[src/rtl/uart_pkg.sv]
// Shared types and helpers for the UART receive path.
//   uart_rx_state_t : receiver FSM state encoding
//   clks_per_bit()  : clock cycles per bit period for a given clock/line rate
//   UART_DATA_BITS  : payload bits per character
package uart_pkg;

  localparam int unsigned UART_DATA_BITS = 8;

  typedef enum logic [2:0] {
    IDLE,
    START,
    DATA,
    PARITY,
    STOP
  } uart_rx_state_t;

  function automatic int unsigned clks_per_bit(input int unsigned clk_freq,
                                               input int unsigned baud);
    return clk_freq / baud;
  endfunction

endpackage

[src/rtl/sync_2ff.sv]
// Single-bit two-flop synchroniser for asynchronous inputs.
// Ports:
//   clk   : destination clock
//   rst_n : asynchronous active-low reset, both flops load ResetVal
//   d     : asynchronous input
//   q     : synchronised output, two cycles of latency
module sync_2ff #(
  parameter logic ResetVal = 1'b1
) (
  input  logic clk,
  input  logic rst_n,
  input  logic d,
  output logic q
);

  logic meta_q;
  logic sync_q;

  always_ff @(posedge clk or negedge rst_n) begin
    if (!rst_n) begin
      meta_q <= ResetVal;
      sync_q <= ResetVal;
    end else begin
      meta_q <= d;
      sync_q <= meta_q;
    end
  end

  assign q = sync_q;

endmodule

[src/rtl/uart_rx_core.sv]
// UART receiver core, 8N1 (8E1 when UART_RX_PARITY_EN is defined).
// Received bytes are presented through a one-entry valid/ready holding register.
// Ports:
//   clk        : system clock
//   reset      : asynchronous active-low reset
//   rx         : serial line input, idles high, asynchronous to clk
//   data_o     : received byte, stable while valid_o is high
//   valid_o    : byte available, held until accepted with ready_i
//   ready_i    : consumer accepts data_o in any cycle where valid_o is high
//   frame_err  : one-cycle pulse, stop bit sampled low (byte discarded)
//   overrun    : one-cycle pulse, byte completed while an older one is still held
//   parity_err : one-cycle pulse, even-parity mismatch (constant 0 without UART_RX_PARITY_EN)
// Build option: UART_RX_PARITY_EN adds an even parity bit between the data and stop bits.
module uart_rx_core #(
  parameter int unsigned CLK_FREQ = 100_000_000,
  parameter int unsigned BAUD     = 115200
) (
  input  logic       clk,
  input  logic       reset,
  input  logic       rx,
  output logic [7:0] data_o,
  output logic       valid_o,
  input  logic       ready_i,
  output logic       frame_err,
  output logic       overrun,
  output logic       parity_err
);

  import uart_pkg::*;

  localparam int unsigned CLKS_PER_BIT = clks_per_bit(CLK_FREQ, BAUD);
  localparam int unsigned HALF_BIT     = CLKS_PER_BIT / 2;
  localparam int unsigned CNT_W        = $clog2(CLKS_PER_BIT);

  localparam logic [CNT_W-1:0] BIT_END  = CNT_W'(CLKS_PER_BIT - 1);
  localparam logic [CNT_W-1:0] HALF_END = CNT_W'(HALF_BIT - 1);

  // Line synchronisation and falling-edge detection
  logic rx_s;
  logic rx_prev;

  sync_2ff #(
    .ResetVal (1'b1)
  ) u_sync_rx (
    .clk   (clk),
    .rst_n (reset),
    .d     (rx),
    .q     (rx_s)
  );

  always_ff @(posedge clk or negedge reset) begin
    if (!reset) begin
      rx_prev <= 1'b1;
    end else begin
      rx_prev <= rx_s;
    end
  end

  // FSM and bit-timing state
  uart_rx_state_t              state_q, state_d;
  logic [CNT_W-1:0]            cnt_q, cnt_d;
  logic [2:0]                  bit_idx_q, bit_idx_d;
  logic [UART_DATA_BITS-1:0]   shift_q, shift_d;
`ifdef UART_RX_PARITY_EN
  logic                        par_bad_q, par_bad_d;
`endif

  always_ff @(posedge clk or negedge reset) begin
    if (!reset) begin
      state_q   <= IDLE;
      cnt_q     <= '0;
      bit_idx_q <= '0;
      shift_q   <= '0;
`ifdef UART_RX_PARITY_EN
      par_bad_q <= 1'b0;
`endif
    end else begin
      state_q   <= state_d;
      cnt_q     <= cnt_d;
      bit_idx_q <= bit_idx_d;
      shift_q   <= shift_d;
`ifdef UART_RX_PARITY_EN
      par_bad_q <= par_bad_d;
`endif
    end
  end

  always_comb begin
    state_d   = state_q;
    cnt_d     = cnt_q;
    bit_idx_d = bit_idx_q;
    shift_d   = shift_q;
`ifdef UART_RX_PARITY_EN
    par_bad_d = par_bad_q;
`endif
    case (state_q)
      IDLE: begin
        cnt_d = '0;
        // Only a 1->0 transition starts a frame; a line stuck low stays idle.
        if (rx_prev && !rx_s) begin
          state_d = START;
        end
      end
      START: begin
        if (cnt_q == HALF_END) begin
          cnt_d     = '0;
          bit_idx_d = '0;
          // Start bit must still be low at mid-bit, otherwise it was a glitch.
          state_d   = rx_s ? IDLE : DATA;
        end else begin
          cnt_d = cnt_q + CNT_W'(1);
        end
      end
      DATA: begin
        if (cnt_q == BIT_END) begin
          cnt_d     = '0;
          shift_d   = {rx_s, shift_q[UART_DATA_BITS-1:1]};
          bit_idx_d = bit_idx_q + 3'd1;
          if (bit_idx_q == 3'd7) begin
`ifdef UART_RX_PARITY_EN
            state_d = PARITY;
`else
            state_d = STOP;
`endif
          end
        end else begin
          cnt_d = cnt_q + CNT_W'(1);
        end
      end
`ifdef UART_RX_PARITY_EN
      PARITY: begin
        if (cnt_q == BIT_END) begin
          cnt_d     = '0;
          // Even parity: line bit must equal the XOR of the data bits.
          par_bad_d = rx_s ^ (^shift_q);
          state_d   = STOP;
        end else begin
          cnt_d = cnt_q + CNT_W'(1);
        end
      end
`endif
      STOP: begin
        if (cnt_q == BIT_END) begin
          cnt_d   = '0;
          state_d = IDLE;
        end else begin
          cnt_d = cnt_q + CNT_W'(1);
        end
      end
      default: begin
        state_d = IDLE;
        cnt_d   = '0;
      end
    endcase
  end

  // Stop-bit sample strobes
  logic stop_sample;
  logic deliver;
  logic frame_fault;
  logic parity_fault;

  always_comb begin
    stop_sample  = (state_q == STOP) && (cnt_q == BIT_END);
    deliver      = stop_sample && rx_s;
    frame_fault  = stop_sample && !rx_s;
`ifdef UART_RX_PARITY_EN
    parity_fault = stop_sample && par_bad_q;
`else
    parity_fault = 1'b0;
`endif
  end

  // Holding register and registered error pulses
  logic [7:0] data_q;
  logic       valid_q;
  logic       frame_err_q;
  logic       overrun_q;
  logic       parity_err_q;

  always_ff @(posedge clk or negedge reset) begin
    if (!reset) begin
      data_q       <= '0;
      valid_q      <= 1'b0;
      frame_err_q  <= 1'b0;
      overrun_q    <= 1'b0;
      parity_err_q <= 1'b0;
    end else begin
      frame_err_q  <= frame_fault;
      parity_err_q <= parity_fault;
      overrun_q    <= 1'b0;
      if (deliver) begin
        if (!valid_q || ready_i) begin
          data_q  <= shift_q;
          valid_q <= 1'b1;
        end else begin
          // Older byte still unclaimed: keep it and drop the new one.
          overrun_q <= 1'b1;
        end
      end else if (valid_q && ready_i) begin
        valid_q <= 1'b0;
      end
    end
  end

  assign data_o     = data_q;
  assign valid_o    = valid_q;
  assign frame_err  = frame_err_q;
  assign overrun    = overrun_q;
  assign parity_err = parity_err_q;

endmodule

[config.mk]
export PLATFORM = sky130hd
export DESIGN_NAME = uart_rx_core
export DESIGN_NICKNAME = d
export VERILOG_FILES = /design/src/rtl/uart_pkg.sv /design/src/rtl/sync_2ff.sv /design/src/rtl/uart_rx_core.sv
export SDC_FILE = /design/constraint.sdc
export NUM_CORES = 1
export LEC_CHECK = 0
export CAP_MARGIN = 40
export CORE_ASPECT_RATIO = 1.75
export CORE_UTILIZATION = 60
export CTS_CLUSTER_SIZE = 24
export DETAILED_ROUTE_END_ITERATION = 10
export HOLD_SLACK_MARGIN = 0.15
export PLACE_DENSITY_LB_ADDON = 0.15
export SLEW_MARGIN = 20
export SYNTH_ARGS = -nofsm -noshare
export SYNTH_HDL_FRONTEND = slang
export SYNTH_SLANG_ARGS = --single-unit
[constraint.sdc]
create_clock -name clk -period 4.8 [get_ports clk]
set_clock_uncertainty 0.15 [all_clocks]
set_input_delay 1.2 -clock clk [delete_from_list [all_inputs] [get_ports clk]]
set_output_delay 1.2 -clock clk [all_outputs]
set_load 0.005 [all_outputs]
* Yosys cells after proc, flatten, opt, wreduce, memory -nomap -nowiden
Index checks and enable logic that the tools add are counted.
Cells by class: $add $sub $neg 2, equal/unequal tests 12, muxes and demuxes 18, reductions and logical operators 17
Operators by type and width (number):
- $mux W3 | 7
- $mux W10 | 2
- $pmux W10 S2 | 1
- $pmux W3 S4 | 1
- $add A10 B1 Y10 const B | 1
- $eq A10 B10 Y1 const B | 1
- $eq A10 B9 Y1 const B | 1
- $ne A2 B2 Y1 const B | 5
- $eq A3 B3 Y1 const B | 2
- $pmux W3 S2 | 1
- $reduce_and A2 Y1 | 3
- $logic_and A1 B1 Y1 | 5
- $mux W1 | 5
- $reduce_and A5 Y1 | 1
- $reduce_bool A2 Y1 | 2
- $add A3 B1 Y3 const B | 1
- $eq A3 B1 Y1 const B | 1
- $eq A3 B2 Y1 const B | 1
- $logic_not A3 Y1 | 1
- $reduce_and A3 Y1 | 1
- $logic_not A1 Y1 | 2
- $mux W2 | 1
- $ne A2 B1 Y1 const B | 1
- $reduce_or A2 Y1 | 1
- $logic_or A1 B1 Y1 | 1
Storage, ports and cells: flip-flop bits (word level) 38, input port bits 4, output and inout bits 12, logic and storage cells 60

* Depth between registers and ports, before layout
word-level depth 5, mapped depth 6, depth with buffers taken out 6

* Cells and area by module
A second synthesis with hierarchy kept.
Unflattened totals: cells, all modules 137, area total of the unflattened synthesis 1684.1 um^2
Modules (own cells, without submodules):
- uart_rx_core | instances 1, cells an instance 135, area each 1631.6 um^2, sequential area each 902.1 um^2
- sync_2ff | instances 1, cells an instance 2, area each 52.6 um^2, sequential area each 52.6 um^2

* Worst setup path after synthesis
Ideal clock, no wire load.
path type input to register, start point input port ready_i, end point register data_q[0], in the netlist data_o[0], library setup time 0.125 ns, arrival 2.016 ns, required time 4.525 ns, setup slack 2.509 ns, stages on the path 3, path through nand2b_1 nor3b_4 mux2_2
On the way: word-level cells in the longest chain between the ends 2
Ends and longest elaborated chain:
- start: declaration | line uart_rx_core.sv:23 | input logic ready_i,
- $logic_or A1 B1 Y1 | line uart_rx_core.sv:193 | if (!valid_q || ready_i) begin
- $reduce_and A2 Y1 (no source line)
- end signal: assignment | line uart_rx_core.sv:194 | data_q <= shift_q;
- end: declaration | line uart_rx_core.sv:175 | logic [7:0] data_q;
No other way between the ends. A chain may end at the register's enable or synchronous reset.

* Final worst setup path
start point input port ready_i, end point register data_q[5], in the netlist data_o[5]
Same word-level chain as after synthesis.

==> flow_summary.ini <==
[timing]
final_hold_viol_count = 0
rsz0062_at_grt = false
timing.final.ws_setup_ns = 2.228
max_slew.worst_pin.slew_ns = 0.5343
hold_ws_ns = 0.2099
finalCritPeriodShare = 0.5358
relSlewSlack = 0.6438
drv_slew = 0
period_minus_slack_ns = 2.572
tns_ns = 0
fmax_mhz = 388.8
setup_viol = 0

[yosys]
synth_mux_area_frac = 0.1220
yosysSeqAreaShare = 0.5509
synth_top_family_by_area = simple AND/OR/NAND/NOR gates
syn-instance-count = 140
synth_fp_nets = 148
netlist-cell-type-count = 39
synth.avg_cell_area_um2 = 12.38
synth_area_leaders = dfrtp_1 51%, mux2_2 11%, dfstp_2 4.5%
yosysWarnings = 0
synth_compound_area_frac = 0.03177
synth_xor_area_frac = 0.04549
netlist_area_um2 = 1733
synth_top_area_share = 0.5054
yosysTopAreaCell = dfrtp_1
synth-seq-cells = 38
synthAdderAreaFrac = 0.02888
synthSimpleGateAreaFrac = 0.1892

[cells_and_area]
diodes = 0
syn_to_final_growth_pct = 14.08
finalInstanceArea_um2 = 1977
final_cell_mix = 35 x dfrtp_1, 17 x mux2_2, 16 x nor2_1
final_util = 0.7264
drive_above_1_share = 0.2390
final_cells = 186
final_nets = 166
final_common_cell = dfrtp_1

[critical_path]
start_kind = input pin
worstSetupEndpointType = register
arrival_ns = 2.59
path_max_fanout = 8
cp.required_ns = 4.82
crit_type = input pin to register

[global_routing]
grt_max_degree = 39
grt-ovfl-total = 0
grt_usage = 0.2251
grt_pass1_vias = 1101
grt_pass1_wl_um = 5175
antenna_found_initial = 0

[floorplan]
dieHeight_um = 73.10
coreArea_um2 = 2721
die_w_um = 42.63
die_area_um2 = 3116
start_util = 0.6368
rows = 25
ios = 16

[hold_path]
hold_class = register to register

[place]
place_hpwl_um = 2055
dp_cells = 177
gp_congestion = 0.8814
io_buffer_count = 14
place_ws_ns = 1.935
placed_area_um2 = 1866

[clock_network]
cts-root-buf = clkbuf_8
tritoncts = yes
cts_buffer_depth = 2
clk_pin_slew_ns = 0.07
clk_latency_ns = 0.28
numCtsBuffers = 5
post_cts_buffers = 0
cts_hold_buffers = 0
cts_htree_levels = 2
numClockSinks = 38
ctsResizeCount = 0

[pwr]
power_per_cell_area_nw_per_um2 = 333.9
finalPower_mw = 0.6601
max-vdd-ir-drop_mv = 0.2637
cellLeakagePower_nw = 0.8910

[routing]
avgRoutedWirePerCell_um = 15.58
drc = 0
drtIter0Drc = 11
routed_wl_um = 2897
route.vias.total = 1065
firstDrtPassIters = 4
ant_nets = 0
routed_via_density = 5.726

[flow_run]
max_cap_violations = 0

[status]
status = completed
[path summary, 6_finish.rpt]
check,start,to,slack (ns),cells past startpoint
max in group asynchronous,reset,u_sync_rx.meta_q,3.46,2
min in group asynchronous,reset,cnt_q[7],0.57,1
max,ready_i,data_o[5],2.23,4
min reg2reg,u_sync_rx.meta_q,u_sync_rx.q,0.21,0
max reg2reg,cnt_q[0],data_o[5],2.53,5
min,u_sync_rx.meta_q,u_sync_rx.q,0.21,0
[cell type report]
class / instances / area, um2
clock buffers: 7 / 86.33
clock inverters: 1 / 5.005
fillers: 201 / 744.5
inverters: 4 / 15.01
multi-input cells: 94 / 726.9
flip-flops and latches: 38 / 954.7
well taps: 27 / 33.78
repair buffers: 15 / 155.1
[cell usage after synthesis, drive strengths merged]
cell type / n
ha: 4
nor2: 17
mux2i: 2
or2b: 1
conb: 1
nor3: 4
nand2: 9
and4: 1
or3b: 1
a21oi: 1
nor4bb: 1
or4b: 1
and3: 1
o21ai: 4
mux2: 17
a32oi: 1
nor3b: 4
nand3: 4
a22oi: 1
buf: 2
xor2: 6
clkbuf: 2
nand4: 4
nand3b: 1
xnor2: 3
inv: 4
o22ai: 1
nand2b: 2
and4bb: 1
dfrtp: 35
nor4: 1
dfstp: 3
[metal layers]
metal,share of wire,up-vias,track usage,wire length [um]
met3,0.023,7,0.04703,67
met2,0.54,19,0.3872,1562
li1,-,517,-,-
met4,0.021,0,0.1042,60
met5,0,-,0,0
met1,0.42,522,0.2633,1206
[cells by family after synthesis]
logic type / count (synthesis)
and+or+nand+nor: 53
DFF: 38
muxes: 19
xor gates and xnor gates: 9
AOI/OAI and AO/OA: 8
buffers and inverters: 8
adders and majority gates: 4
other: 1
[where the power goes]
| group | leakage, nW | switching (mW) | internal [mW] |
|---|---|---|---|
| sequential | 0.510 | 0.0329 | 0.344 |
| combinational | 0.332 | 0.0339 | 0.0313 |
| clock | 0.0482 | 0.103 | 0.116 |
[flip-flops by register name, indices dropped and copies added (netlist names)]
register / flops
cnt_q: 10
data_o: 8
shift_q: 8
bit_idx_q: 3
state_q: 3
frame_err: 1
overrun: 1
rx_prev: 1
u_sync_rx.meta_q: 1
u_sync_rx.q: 1
valid_o: 1
[worst max-delay path, cell delays in order]
cell and delay [ns]:
clkdlybuf4s50_1 0.45, nand2b_1 0.13, nor3b_4 0.42, mux2_2 0.39
(Power assumes the default switching activity.)
